===== src/rtl/load_queue_pkg.sv =====
// Shared types for the load queue and its store-queue neighbour.
package load_queue_pkg;

  localparam int ADDR_HASH_W = 12;

  typedef logic [ADDR_HASH_W-1:0] addr_hash_t;
  typedef logic [3:0] id_t;

  typedef enum logic [1:0] {
    SUBUNIT_LOCAL = 2'd0,
    SUBUNIT_DCACHE = 2'd1,
    SUBUNIT_BUS = 2'd2
  } mem_subunit_t;

  typedef struct packed {
    logic [31:0] addr;
    logic [2:0] fn3;
    logic [3:0] be;
    id_t id;
    mem_subunit_t subunit_id;
    logic strictly_ordered;
  } lq_entry_t;

  typedef struct packed {
    logic [7:0] lq_depth;
    logic [7:0] sq_depth;
  } cpu_config_t;

  localparam cpu_config_t DEFAULT_CPU_CONFIG = '{lq_depth: 8'd4, sq_depth: 8'd4};

endpackage


===== src/rtl/load_queue_addr_hash_gen.sv =====
// Combinational XOR-fold of a 32-bit address into addr_hash_t; shared with the store queue.
module addr_hash_gen
  import load_queue_pkg::*;
(
  input  logic [31:0] addr,
  output addr_hash_t  addr_hash
);

  genvar gi;
  generate
    for (gi = 0; gi < ADDR_HASH_W; gi++) begin : g_fold
      if (gi < 32 - 2 * ADDR_HASH_W) begin : g_three
        assign addr_hash[gi] = addr[gi] ^ addr[gi + ADDR_HASH_W] ^ addr[gi + 2 * ADDR_HASH_W];
      end else begin : g_two
        assign addr_hash[gi] = addr[gi] ^ addr[gi + ADDR_HASH_W];
      end
    end
  endgenerate

endmodule


===== src/rtl/load_queue.sv =====
// In-order load queue holding each load until its older conflicting stores have issued.
// Optional same-cycle bypass into an empty queue: LOAD_QUEUE_BYPASS_EN.
module load_queue
  import load_queue_pkg::*;
#(
  parameter int LQ_DEPTH = 4,
  parameter int SQ_DEPTH = 4
) (
  input  logic                clk,
  input  logic                rst,
  input  logic                lq_push,
  input  lq_entry_t           lq_in,
  output addr_hash_t          addr_hash,
  input  logic [SQ_DEPTH-1:0] potential_store_conflicts,
  output logic                lq_full,
  output logic                lq_empty,
  output logic                lq_valid,
  output lq_entry_t           lq_out,
  input  logic                lq_pop,
  output logic [SQ_DEPTH-1:0] prev_store_conflicts,
  input  logic                store_conflict
);

  localparam int IDX_W = $clog2(LQ_DEPTH);

  logic [IDX_W-1:0] wr_idx_q, wr_idx_d;
  logic [IDX_W-1:0] rd_idx_q, rd_idx_d;
  logic [IDX_W:0]   count_q, count_d;
  logic             lq_full_q, lq_full_d;

  lq_entry_t           entry_mem [LQ_DEPTH];
  logic [SQ_DEPTH-1:0] conf_mem  [LQ_DEPTH];

  logic bypass;
  logic push_en;
  logic pop_en;

  addr_hash_gen u_addr_hash_gen (
    .addr      (lq_in.addr),
    .addr_hash (addr_hash)
  );

  assign lq_empty = (count_q == '0);
  assign lq_full  = lq_full_q;

`ifdef LOAD_QUEUE_BYPASS_EN
  assign bypass = lq_empty & lq_push & (potential_store_conflicts == '0);
`else
  assign bypass = 1'b0;
`endif

  // A bypassed load that is accepted the same cycle never touches storage.
  assign push_en = lq_push & ~(bypass & lq_pop);
  assign pop_en  = lq_pop & ~bypass;

  always_comb begin
    wr_idx_d  = push_en ? wr_idx_q + IDX_W'(1) : wr_idx_q;
    rd_idx_d  = pop_en ? rd_idx_q + IDX_W'(1) : rd_idx_q;
    count_d   = count_q + (IDX_W + 1)'(push_en) - (IDX_W + 1)'(pop_en);
    lq_full_d = (count_d == (IDX_W + 1)'(LQ_DEPTH));
  end

  always_comb begin
    lq_out               = entry_mem[rd_idx_q];
    prev_store_conflicts = lq_empty ? '0 : conf_mem[rd_idx_q];
    lq_valid             = ~lq_empty & ~store_conflict;
    if (bypass) begin
      lq_out               = lq_in;
      prev_store_conflicts = '0;
      lq_valid             = 1'b1;
    end
  end

  always_ff @(posedge clk) begin
    if (rst) begin
      wr_idx_q  <= '0;
      rd_idx_q  <= '0;
      count_q   <= '0;
      lq_full_q <= 1'b0;
    end else begin
      wr_idx_q  <= wr_idx_d;
      rd_idx_q  <= rd_idx_d;
      count_q   <= count_d;
      lq_full_q <= lq_full_d;
    end
  end

  // Storage is deliberately unreset so it maps onto distributed RAM.
  always_ff @(posedge clk) begin
    if (push_en) begin
      entry_mem[wr_idx_q] <= lq_in;
      conf_mem[wr_idx_q]  <= potential_store_conflicts;
    end
  end

  always_ff @(posedge clk) begin
    if (!rst) begin
      assert (!(lq_push && lq_full_q)) else $error("lq overflow");
      assert (!(lq_pop && !lq_valid)) else $error("lq underflow");
    end
  end

endmodule

===== config.mk =====
export PLATFORM = sky130hd
export DESIGN_NAME = load_queue
export DESIGN_NICKNAME = d
export VERILOG_FILES = /design/src/rtl/load_queue_pkg.sv /design/src/rtl/load_queue_addr_hash_gen.sv /design/src/rtl/load_queue.sv
export SDC_FILE = /design/constraint.sdc
export NUM_CORES = 1
export LEC_CHECK = 0
export CORE_MARGIN = 2
export CORE_UTILIZATION = 45
export CTS_CLUSTER_DIAMETER = 50
export CTS_CLUSTER_SIZE = 24
export DETAILED_ROUTE_END_ITERATION = 8
export GPL_TIMING_DRIVEN = 0
export PLACE_DENSITY = 0.77
export REMOVE_ABC_BUFFERS = 1
export SETUP_SLACK_MARGIN = 0.5
export SYNTH_ARGS = -nofsm -noshare
export SYNTH_HDL_FRONTEND = slang
export SYNTH_SLANG_ARGS = --single-unit

===== constraint.sdc =====
create_clock -name clk -period 3 [get_ports clk]
set_input_delay 0.45 -clock clk [delete_from_list [all_inputs] [get_ports clk]]
set_output_delay 0.45 -clock clk [all_outputs]
set_load 0.02 [all_outputs]

==> results.md <==
* Run status: finished, final reports clean
* Final layout net count at around 540
* Number of buffer and inverter stages on the critical path at 3
* EDFF count, synth at 200
* Path class of the lowest-slack min-delay path: reg -> reg
* Synth Register Bits at 210
* Num ports at 120
* Chain of cells forming the critical path: buf_12 > buf_16 > mux4_2 > clkdlybuf4s15_1
* RSZ-0062 raised after global routing: true
* Worst-path maximum fanout at 13
* CTS Root Buffer Type: sky130_fd_sc_hd__clkbuf_16
* Syn_area_per_cell at approximately 24 um2
* Kind of end point of the critical path: primary output
* Via total after detailed routing at 3719
* Final estimated routing congestion in global placement at around 0.7
* Power density over the cells at ~700 mW/mm2
* Clock latency on the worst-skew pair at 0.50 ns
* Time the final worst path needs with I/O delays and setup at between 2 and 2.5 ns
* Leakage power at approximately 3.5 nW
* Final instance area at about 0.01 mm2
* Worst supply voltage drop on vdd at 0.5629 mV
* Final Max Slew Viols at 0
* Number of global-route vias before repair at between 3000 and 4000
* Mean number of vias per cell at 5.216
* Fill cell count at ~1300
* Ratio of cells with drive above 1 in the final layout at between 20% and 30%
* CTS tree: built
* Clock skew at 0.01623 ns
* Remaining antenna violation count after routing at 0
* Number of core rows at 48
* Hold path startpoint: rd_idx_q[0]$_SDFFE_PP0P_
* I/O Buffers at about 120
* Largest net degree at the start of global routing at 27
* Total die area at approximately 0.019 mm2
* Cell variety after synth at 22
* Number of hold violations in the final report at 0
* Reg-to-reg startpoint: wr_idx_q[1]$_SDFFE_PP0P_
* Total wirelength of the detailed-routed design at 14500 um
* Finished Core Util at between 50% and 60%
* Worst slack after detailed placement at about 0.36 ns
* Global-route wire length before repair at around 22000 um
* Residual DRC count at 0
* Number of iterations in the first detailed-routing pass at 4
* Cell area after synthesis at 0.007874 mm2
* PnR worst setup slack at 0.5232 ns
* Worst Setup Start Kind: flip-flop
* Achievable Freq at about 400 MHz
* Diodes inserted at 0
* Y dimension of the die at 136.3 um
* Total routing usage reported by global routing at roughly 16%
* Core Area at approximately 0.017 mm2
* Count of H-tree levels built during CTS at 1
* Routed wirelength normalized by instance count at 20.34 um
* Period utilization at between 80% and 90%
* Slew HR at roughly half
* Share of synthesized registers carrying an async set or reset at 0%
* Slew @ Worst Pin at 0.7360 ns
* Standard cell area after detailed placement at 0.009403 mm2
* Ys Warns at 0
* Final global-route overflow total at 0
* Growth of design area from synthesis to finish at 28.98%
* Sequential fraction of the synthesis area at between 70% and 80%
* Arrival time at the worst endpoint at roughly 2.0 ns
* Primary flip-flop cell chosen by synthesis mapping: sky130_fd_sc_hd__edfxtp_1
* Cells after Synth at between 300 and 400
* CTS sink cnt at 210
* Critical path's slowest cell: sky130_fd_sc_hd__mux4_2
* Max-cap violations at 0
* Crit-path max cell delay at ~0.53 ns
* Worst setup path class: reg -> out
* CTS max path bufs at 3
* Detailed-placement wirelength estimate at about 8600 um
* 1st-iter DRT viols at between 150 and 200
* CTS hold repair buffers at 0
* Cell family with the largest share of critical-path delay: buffers and inverters
* Number of setup violations in the final report at 0
* Horizontal extent of the die at between 100 and 150 um
* Worst Path Required at ~2.6 ns
* Initial antenna violation count at 0
* Initial Util at between 40% and 50%
* Clock transition at the registers of the reported paths at around 0.07 ns
* Inserted Clock Buffers at 20
## flip-flops by register name (all words and copies together), names as in the netlist, named ones only
signal and cells:
conf_mem 16, rd_idx_q 2, entry_mem 184, lq_full 1, wr_idx_q 2, count_q 3
## worst min-delay path, cell delays in order, from the launching register on
cell	delay (ns)
sky130_fd_sc_hd__dfxtp_1	0.34
sky130_fd_sc_hd__nand3b_1	0.10
sky130_fd_sc_hd__a21oi_1	0.09
## cell usage in the layout (no fill, tap or decap), types with 3 or more instances in the layout
master,n
sky130_fd_sc_hd__edfxtp_1,200
sky130_fd_sc_hd__clkdlybuf4s50_1,65
sky130_fd_sc_hd__mux4_2,50
sky130_fd_sc_hd__clkbuf_2,27
sky130_fd_sc_hd__clkbuf_16,24
sky130_fd_sc_hd__xnor2_1,18
sky130_fd_sc_hd__dlygate4sd2_1,15
sky130_fd_sc_hd__dlymetal6s2s_1,9
sky130_fd_sc_hd__dfxtp_1,8
sky130_fd_sc_hd__buf_12,8
sky130_fd_sc_hd__inv_1,7
sky130_fd_sc_hd__nor2_1,6
sky130_fd_sc_hd__ha_1,6
sky130_fd_sc_hd__and2_1,4
sky130_fd_sc_hd__and2_2,4
sky130_fd_sc_hd__xor2_1,4
sky130_fd_sc_hd__inv_8,3
sky130_fd_sc_hd__clkinv_8,3
sky130_fd_sc_hd__inv_6,3
sky130_fd_sc_hd__clkdlybuf4s15_1,3
## synth_stat cells, drive strengths merged, types with 2 or more instances
cell type | instances | area share [%]
ha | 6 | 0.95
xor2 | 4 | 0.44
clkbuf | 6 | 0.29
and2 | 8 | 0.64
xnor2 | 18 | 2.0
edfxtp | 200 | 76
nor2 | 6 | 0.29
dfxtp | 10 | 2.5
inv | 7 | 0.33
mux4 | 50 | 14
nor2b | 2 | 0.16
buf | 7 | 0.65
## cell type report
| cell class | count | area [um2] | area share (%) |
|---|---|---|---|
| clock buffers | 24 | 579.3 | 5.704 |
| inverters | 7 | 26.28 | 0.2587 |
| repair buffers | 133 | 1326 | 13.06 |
| multi-input cells | 102 | 1573 | 15.49 |
| clock inverters | 12 | 156.4 | 1.540 |
| flip-flops and latches | 210 | 6213 | 61.18 |
| well taps | 225 | 281.5 | 2.772 |
## where the power goes
part / switching (W) / internal (W)
logic: 0.000520 / 0.000486
clock network: 0.00121 / 0.00148
registers: 0.0000491 / 0.00337
total: 0.00178 / 0.00533
## routing by layer
metal	global-route usage, %	part of all wire, %
met3	2.834	5.9
met5	0	0
met1	22.07	42
met2	26.35	50
met4	5.093	2.0
## cell families (layout without fill, tap and decap cells)
group	count (synthesis)	count (layout)	share of synthesized area (%)
compound gates	2	2	0.1906
xor+xnor	23	23	2.749
fa+ha+maj	7	7	1.208
buf+inv	20	176	1.271
flops	210	210	78.82
mux	51	51	14.43
simple gates	19	19	1.335
## repair_timing
action / 4_1_cts / 5_1_grt
buffers inserted: 6 / 1
resized for setup: 60 / 53
pin swaps: 0 / 0
setup endpoints to repair: 50 / 52
gates cloned: 0 / 1
## per-stage QoR
stage          hold WS [ns]  setup TNS [ns]  instances  power [W]
2_1_floorplan        0.4918          -17.74        319   0.004033
3_3_place_gp         0.5123         -215.58        663   0.004516
3_5_place_dp         0.5555               0        669   0.004547
4_1_cts              0.5806               0        711   0.007212
5_1_grt              0.5945               0        713   0.007381
6_report             0.5788               0        713   0.007107
## path summary, 6_finish.rpt
check                               end  cells after the start  slack (ns)
max                          lq_out[40]                      4        0.52
min                           flip-flop                      2        0.58
max reg2reg  entry_mem[1][40]$_DFFE_PP_                      4        1.14
min reg2reg                   flip-flop                      2        0.58
Power figures use the tool's default switching activity.
